File: src/rtl/sdram_rw_sched.sv
// -----------------------------------------------------------------------------
// sdram_rw_sched
//
// Burst scheduler between the write/read FIFO level signals and the SDRAM
// write/read engines. It decides which burst runs next, fires a one-cycle
// trigger, and generates the bank/row/column address for each burst. Whole
// frames rotate across banks 0..2 (triple buffering), so the reader never
// scans a bank that the writer is filling. Bank 3 is never used.
//
// Handshake: a trigger (wr_trig/rd_trig) is a registered one-cycle pulse in
// the first cycle of the matching WAIT state, and the address outputs are
// stable from that cycle until the edge that samples the engine's done pulse.
// Each done is accepted only in its own WAIT state. No new trigger is issued
// until the outstanding burst reports done.
//
// Ports:
//   clk, rst               clock, asynchronous active-high reset
//   init_done              SDRAM init complete (used only in IDLE)
//   wfifo_level            words in write FIFO
//   rfifo_level            words in read FIFO
//   wr_done / rd_done      burst-finished pulses from the engines
//   wr_trig / rd_trig      burst-start pulses to the engines
//   wr_bank/row/col        write burst address
//   rd_bank/row/col        read burst address
//   frame_wr_done          pulse after the last write burst of a frame
//   frame_rd_done          pulse after the last read burst of a frame
//   sched_state            FSM state (debug)
// -----------------------------------------------------------------------------
module sdram_rw_sched #(
  parameter int BURST_LEN    = 8,
  parameter int COL_W        = 9,
  parameter int ROW_W        = 13,
  parameter int FB_W         = 16,
  parameter int FRAME_BURSTS = 38400,
  parameter int LVL_W        = 11,
  parameter int RFIFO_DEPTH  = 1024
) (
  input  logic             clk,
  input  logic             rst,
  input  logic             init_done,
  input  logic [LVL_W-1:0] wfifo_level,
  input  logic [LVL_W-1:0] rfifo_level,
  input  logic             wr_done,
  input  logic             rd_done,
  output logic             wr_trig,
  output logic             rd_trig,
  output logic [1:0]       wr_bank,
  output logic [ROW_W-1:0] wr_row,
  output logic [COL_W-1:0] wr_col,
  output logic [1:0]       rd_bank,
  output logic [ROW_W-1:0] rd_row,
  output logic [COL_W-1:0] rd_col,
  output logic             frame_wr_done,
  output logic             frame_rd_done,
  output logic [1:0]       sched_state
);

  localparam logic [1:0] S_IDLE    = 2'd0;
  localparam logic [1:0] S_ARB     = 2'd1;
  localparam logic [1:0] S_WR_WAIT = 2'd2;
  localparam logic [1:0] S_RD_WAIT = 2'd3;

  // When BURST_LEN equals 2^COL_W the step truncates to 0, so the column
  // stays 0 and every burst advances the row, which is the intended walk.
  localparam logic [COL_W-1:0] COL_STEP = COL_W'(BURST_LEN);
  localparam logic [FB_W-1:0]  FB_LAST  = FB_W'(FRAME_BURSTS - 1);

  logic [1:0]      state;
  logic [FB_W-1:0] wr_cnt;
  logic [FB_W-1:0] rd_cnt;
  logic [1:0]      last_done;   // bank of the most recently completed frame
  logic            new_frame;   // a completed frame not yet picked by reader
  logic            rd_valid;    // rd_bank holds a real frame
  logic            last_grant;  // 1 = read was granted last

  logic            wr_ok;
  logic            rd_ok;
  logic            grant_wr;
  logic            grant_rd;
  logic [COL_W-1:0] wr_col_nxt;
  logic [COL_W-1:0] rd_col_nxt;
  logic [1:0]      wr_bank_nxt;

  // Lowest bank in 0..2 that is neither the frame just completed nor the
  // bank the reader is scanning.
  function automatic logic [1:0] pick_bank(input logic [1:0] done_bank,
                                           input logic [1:0] busy_bank,
                                           input logic       busy_valid);
    logic [1:0] b;
    if (done_bank != 2'd0 && !(busy_valid && busy_bank == 2'd0))
      b = 2'd0;
    else if (done_bank != 2'd1 && !(busy_valid && busy_bank == 2'd1))
      b = 2'd1;
    else
      b = 2'd2;
    return b;
  endfunction

  always_comb begin
    wr_ok = 32'(wfifo_level) >= 32'(BURST_LEN);
    // Free space computed as level + burst <= depth to avoid underflow.
    rd_ok = ((32'(rfifo_level) + 32'(BURST_LEN)) <= 32'(RFIFO_DEPTH))
            && (rd_valid || new_frame);
    // Tie: grant the side that did not win last time.
    grant_wr = wr_ok && (!rd_ok || last_grant);
    grant_rd = rd_ok && (!wr_ok || !last_grant);
    wr_col_nxt  = wr_col + COL_STEP;
    rd_col_nxt  = rd_col + COL_STEP;
    wr_bank_nxt = pick_bank(wr_bank, rd_bank, rd_valid);
  end

  always_ff @(posedge clk or posedge rst) begin
    if (rst) begin
      state         <= S_IDLE;
      wr_trig       <= 1'b0;
      rd_trig       <= 1'b0;
      wr_bank       <= 2'd0;
      wr_row        <= '0;
      wr_col        <= '0;
      rd_bank       <= 2'd0;
      rd_row        <= '0;
      rd_col        <= '0;
      wr_cnt        <= '0;
      rd_cnt        <= '0;
      frame_wr_done <= 1'b0;
      frame_rd_done <= 1'b0;
      last_done     <= 2'd0;
      new_frame     <= 1'b0;
      rd_valid      <= 1'b0;
      last_grant    <= 1'b1;
    end else begin
      wr_trig       <= 1'b0;
      rd_trig       <= 1'b0;
      frame_wr_done <= 1'b0;
      frame_rd_done <= 1'b0;

      case (state)
        S_IDLE: begin
          if (init_done) state <= S_ARB;
        end

        S_ARB: begin
          if (grant_wr) begin
            state      <= S_WR_WAIT;
            wr_trig    <= 1'b1;
            last_grant <= 1'b0;
          end else if (grant_rd) begin
            state      <= S_RD_WAIT;
            rd_trig    <= 1'b1;
            last_grant <= 1'b1;
            // Start of a read frame: switch to the newest completed frame if
            // there is one, otherwise keep re-reading the current bank.
            if (rd_cnt == '0 && new_frame) begin
              rd_bank   <= last_done;
              rd_valid  <= 1'b1;
              new_frame <= 1'b0;
            end
          end
        end

        S_WR_WAIT: begin
          if (wr_done) begin
            state <= S_ARB;
            if (wr_cnt == FB_LAST) begin
              wr_cnt        <= '0;
              wr_row        <= '0;
              wr_col        <= '0;
              frame_wr_done <= 1'b1;
              last_done     <= wr_bank;
              new_frame     <= 1'b1;
              wr_bank       <= wr_bank_nxt;
            end else begin
              wr_cnt <= wr_cnt + 1'b1;
              wr_col <= wr_col_nxt;
              if (wr_col_nxt == '0) wr_row <= wr_row + 1'b1;
            end
          end
        end

        default: begin  // S_RD_WAIT
          if (rd_done) begin
            state <= S_ARB;
            if (rd_cnt == FB_LAST) begin
              rd_cnt        <= '0;
              rd_row        <= '0;
              rd_col        <= '0;
              frame_rd_done <= 1'b1;
            end else begin
              rd_cnt <= rd_cnt + 1'b1;
              rd_col <= rd_col_nxt;
              if (rd_col_nxt == '0) rd_row <= rd_row + 1'b1;
            end
          end
        end
      endcase
    end
  end

  assign sched_state = state;

endmodule

File: config.mk
export PLATFORM = sky130hd
export DESIGN_NAME = sdram_rw_sched
export DESIGN_NICKNAME = d
export VERILOG_FILES = /design/src/rtl/sdram_rw_sched.sv
export SDC_FILE = /design/constraint.sdc
export NUM_CORES = 1
export LEC_CHECK = 0
export ABC_AREA = 1
export BUFFER_PORTS_ARGS = -buffer_cell sky130_fd_sc_hd__buf_2
export CAP_MARGIN = 20
export CORE_MARGIN = 5
export CORE_UTILIZATION = 49
export CTS_BUF_LIST = sky130_fd_sc_hd__clkbuf_8
export CTS_CLUSTER_SIZE = 25
export DETAILED_ROUTE_END_ITERATION = 16
export GPL_ROUTABILITY_DRIVEN = 0
export PLACE_DENSITY = 0.77
export RECOVER_POWER = 25
export SETUP_SLACK_MARGIN = 0.5
export SYNTH_ARGS = -nofsm -noshare
export SYNTH_HDL_FRONTEND = slang
export SYNTH_SLANG_ARGS = --single-unit
File: constraint.sdc
create_clock -name clk -period 2.3 [get_ports clk]
set_input_delay 0.23 -clock clk [delete_from_list [all_inputs] [get_ports clk]]
set_output_delay 0.23 -clock clk [all_outputs]
set_load 0.05 [all_outputs]
==> results.sh <==
export IMPL_status="complete, no violations"
export IMPL_power_mw=5.926
export IMPL_synth_top_flop_cell="dfrtp_1"
export IMPL_wl_um=11490
export IMPL_fillers=774
export IMPL_die_area_um2=11890
export IMPL_leakagePower_nw=2.919
export IMPL_cts_buffers_inserted=9
export IMPL_ctsHoldBuffers=0
export IMPL_maxCapViolations=0
export IMPL_vias_per_cell=5.264
export IMPL_gr_usage_met1=0.2272
export IMPL_fp_row_count=36
export IMPL_criticalPathCategory="reg2reg"
export IMPL_nNetsFinal=733
export IMPL_drive_gt1_frac=0.2902
export IMPL_synthesis_area_um2=4807
export IMPL_cts_tree="yes"
export IMPL_use_met2=0.3193
export IMPL_dp_hpwl_um=7811
export IMPL_ir_worst_vdd_mv=0.8049
export IMPL_period_minus_slack_ps=1835
export IMPL_clkSinkCount=85
export IMPL_switchingPower_mw=2.716
export IMPL_clockBufferDepth=2
export IMPL_internal_power_mw=3.211
export IMPL_yosysUniqueCellTypes=43
export IMPL_io_buffers=71
export IMPL_grt_pass1_vias=4011
export IMPL_num_vias=4401
export IMPL_setup_violations=0
export IMPL_p_clk_frac=0.190
export IMPL_antennaDiodeCount=0
export IMPL_die_width_um=109.0
export IMPL_cp_slowest_cell="dfrtp_2"
export IMPL_start_util=0.4964
export IMPL_yosysMostFrequentCell="nand2_1"
export IMPL_finClkSkew_ps=14.15
export IMPL_path_cells="ha_4 > nand3_4 > xor2_2 > nand2_1 > nor3_1 > nand3_1 > nand2_2 > nand3_4 > buf_12 > nand2_2 > o21ai_2"
export IMPL_cts_root_buffer="clkbuf_8"
export IMPL_swShare=0.4582
export IMPL_htree_levels=3
export IMPL_top_usage_layer="met2"
export IMPL_yosysTopAreaCell="dfrtp_1"
export IMPL_grtUsageMet3=0.04085
export IMPL_cp_arrival_ps=2070
export IMPL_synthTopCellsByCount="125 x nand2_1, 84 x dfrtp_1, 74 x inv_1, 56 x nor2_1, 46 x nand3_1"
export IMPL_rsz0062_at_grt="true"
export IMPL_synth_edff_count=0
export IMPL_antenna_found_initial=0
export IMPL_wl_per_cell_um=13.74
export IMPL_core_area_um2=9684
export IMPL_seq_area_um2=2138
export IMPL_ioPinCount=81
export IMPL_powerDensity_nw_per_um2=982.7
export IMPL_drtIter0Drc=171
export IMPL_syn_avg_cell_area_um2=8.093
export IMPL_holdCritPathClass="in2async"
export IMPL_finalSetupTns_ps=0
export IMPL_synth_async_reset_ratio=1.000
export IMPL_grt_overflow=0
export IMPL_max_freq_ghz=0.5449
export IMPL_worstPathRequired_ps=2540
export IMPL_synthCells=594
export IMPL_synth_top_cell_area_share=0.4373
export IMPL_crit_fanout=7
export IMPL_ys_seq_area_frac=0.4427
export IMPL_yosys_register_bits=85
export IMPL_post_route_period_util=0.7979
export IMPL_grt_max_degree=86
export IMPL_die_height_um=109.0
export IMPL_drtAntennaViolNets=0
export IMPL_combPwrFrac=0.433
export IMPL_yosysWarningCount=0
export IMPL_drt_pass1_iterations=4
export IMPL_critPathCaptureType="flop"
export IMPL_grt_pass1_wl_um=17620
export IMPL_syn_to_final_growth_pct=25.46
export IMPL_synth_top_cells_by_area="dfrtp_1 44%, nand2_1 9.8%, inv_1 5.8%"
export IMPL_slew_viol_final=0
export IMPL_grt_usage=0.1826
export IMPL_clk_latency_ps=360
export IMPL_cpPeakStageDelay_ps=450
export IMPL_power_frac_seq=0.377
export IMPL_start_kind="flop"
export IMPL_cts_reportedPaths_clkPinSlew_ps=90
export IMPL_multi_input_area_um2=2551
export IMPL_hold_violations=0
export IMPL_drc=0
[repair_timing]
action                     in CTS  in global routing
buffers inserted                2                 19
setup endpoints to repair      19                 49
pin swaps                       0                 16
gates resized for setup         7                 51
cloned                          0                  5
[worst max-delay path, delay by kind of cell, from the launching register on]
family | cells | cell delay [ps]
AOI/OAI and AO/OA | 1 | 50
xor gates and xnor gates | 1 | 170
buffers and inverters | 1 | 180
and+or+nand+nor | 7 | 660
adders and majority gates | 1 | 190
DFF | 1 | 450
[final timing paths]
| path | slack, ps | cells after the start | end | from |
|---|---|---|---|---|
| max in group asynchronous | 1920 | 3 | last_grant | rst |
| min in group clk | 130 | 3 | sched_state[0] | init_done |
| min reg2reg | 470 | 1 | wr_cnt[14] | wr_cnt[14] |
| max reg2reg | 460 | 11 | wr_row[2] | wr_col[4] |
| min | 3 | 3 | rd_row[5] | rst |
| max | 460 | 11 | wr_row[2] | wr_col[4] |
[per-stage QoR]
step | cells | setup WS (ps) | hold slack (ps) | util | area, µm²
floorplan | 599 | 419.6 | 366.5 | - | 4852
global placement | 794 | 482.9 | 391.6 | 0.5486 | 5313
detailed placement | 794 | 424.6 | 398.3 | 0.5486 | 5313
CTS | 812 | 476.8 | 1.170 | 0.5760 | 5578
global route | 836 | 375.5 | 29.13 | 0.6227 | 6031
finish | 836 | 464.8 | 2.939 | 0.6227 | 6031
[layout make-up]
| class | instances | share of cell area |
|---|---|---|
| clock buffers | 11 | 0.02510 |
| clock inverters | 5 | 0.01079 |
| inverters | 78 | 0.04917 |
| multi-input cells | 424 | 0.4230 |
| flip-flops and latches | 85 | 0.3546 |
| well taps | 133 | 0.02759 |
| repair buffers | 100 | 0.1098 |
[cells in the final DEF (no fill, tap or decap), types with 6 or more instances in the layout]
cell type  synthesis  layout
xnor2_1            7       6
conb_1             1       6
nor4_1             9       7
a21oi_1           15      15
nand2_2            4       9
nand3_1           46      42
clkbuf_8           0      11
nand2_1          125     113
buf_2              2      71
nor2_1            56      53
nand2_4            3      11
dfrtp_2            0       8
buf_4              7      22
xor2_1            22      19
dfrtp_1           84      76
inv_1             74      70
nor3_1            17      16
nand4_1           15      15
o21ai_0           35      33
inv_2              4       6
o21ai_2           10      11
nor2_4             6       8
[metal layers]
metal / up-vias / share of wire
li1: 2165 / -
met1: 2111 / 0.42
met2: 114 / 0.53
met3: 11 / 0.049
met4: 0 / 0.0077
met5: - / 0
[cells by family (layout without fill, tap and decap cells)]
logic type	after synthesis	in the layout	synth area share
AO/OA/AOI/OAI	82	82	0.1026
XOR/XNOR	29	29	0.05284
adder cells (fa/ha/maj)	8	8	0.02082
buffers and inverters	92	194	0.08407
flip-flops	85	85	0.4427
other	1	6	0.0007801
AND/OR/NAND/NOR	297	299	0.2962
[sequential cells by signal (all words and copies together), names as in the netlist]
signal	count
new_frame	1
rd_valid	1
rd_cnt	16
rd_col	6
sched_state	2
rd_row	13
frame_rd_done	1
wr_row	13
last_done	2
wr_cnt	16
wr_trig	1
wr_col	6
rd_trig	1
frame_wr_done	1
wr_bank	2
rd_bank	2
last_grant	1
[power groups by stage]
stage | combinational [mW] | clock (mW) | sequential, mW
6_report | 2.57 | 1.13 | 2.23
5_1_grt | 2.78 | 1.23 | 2.29
4_1_cts | 2.26 | 1.16 | 2.20
3_5_place_dp | 2.20 | 0 | 2.23
3_3_place_gp | 2.15 | 0 | 2.20
2_1_floorplan | 1.04 | 0 | 2.86
No activity file was read; power rests on OpenSTA's default activity.
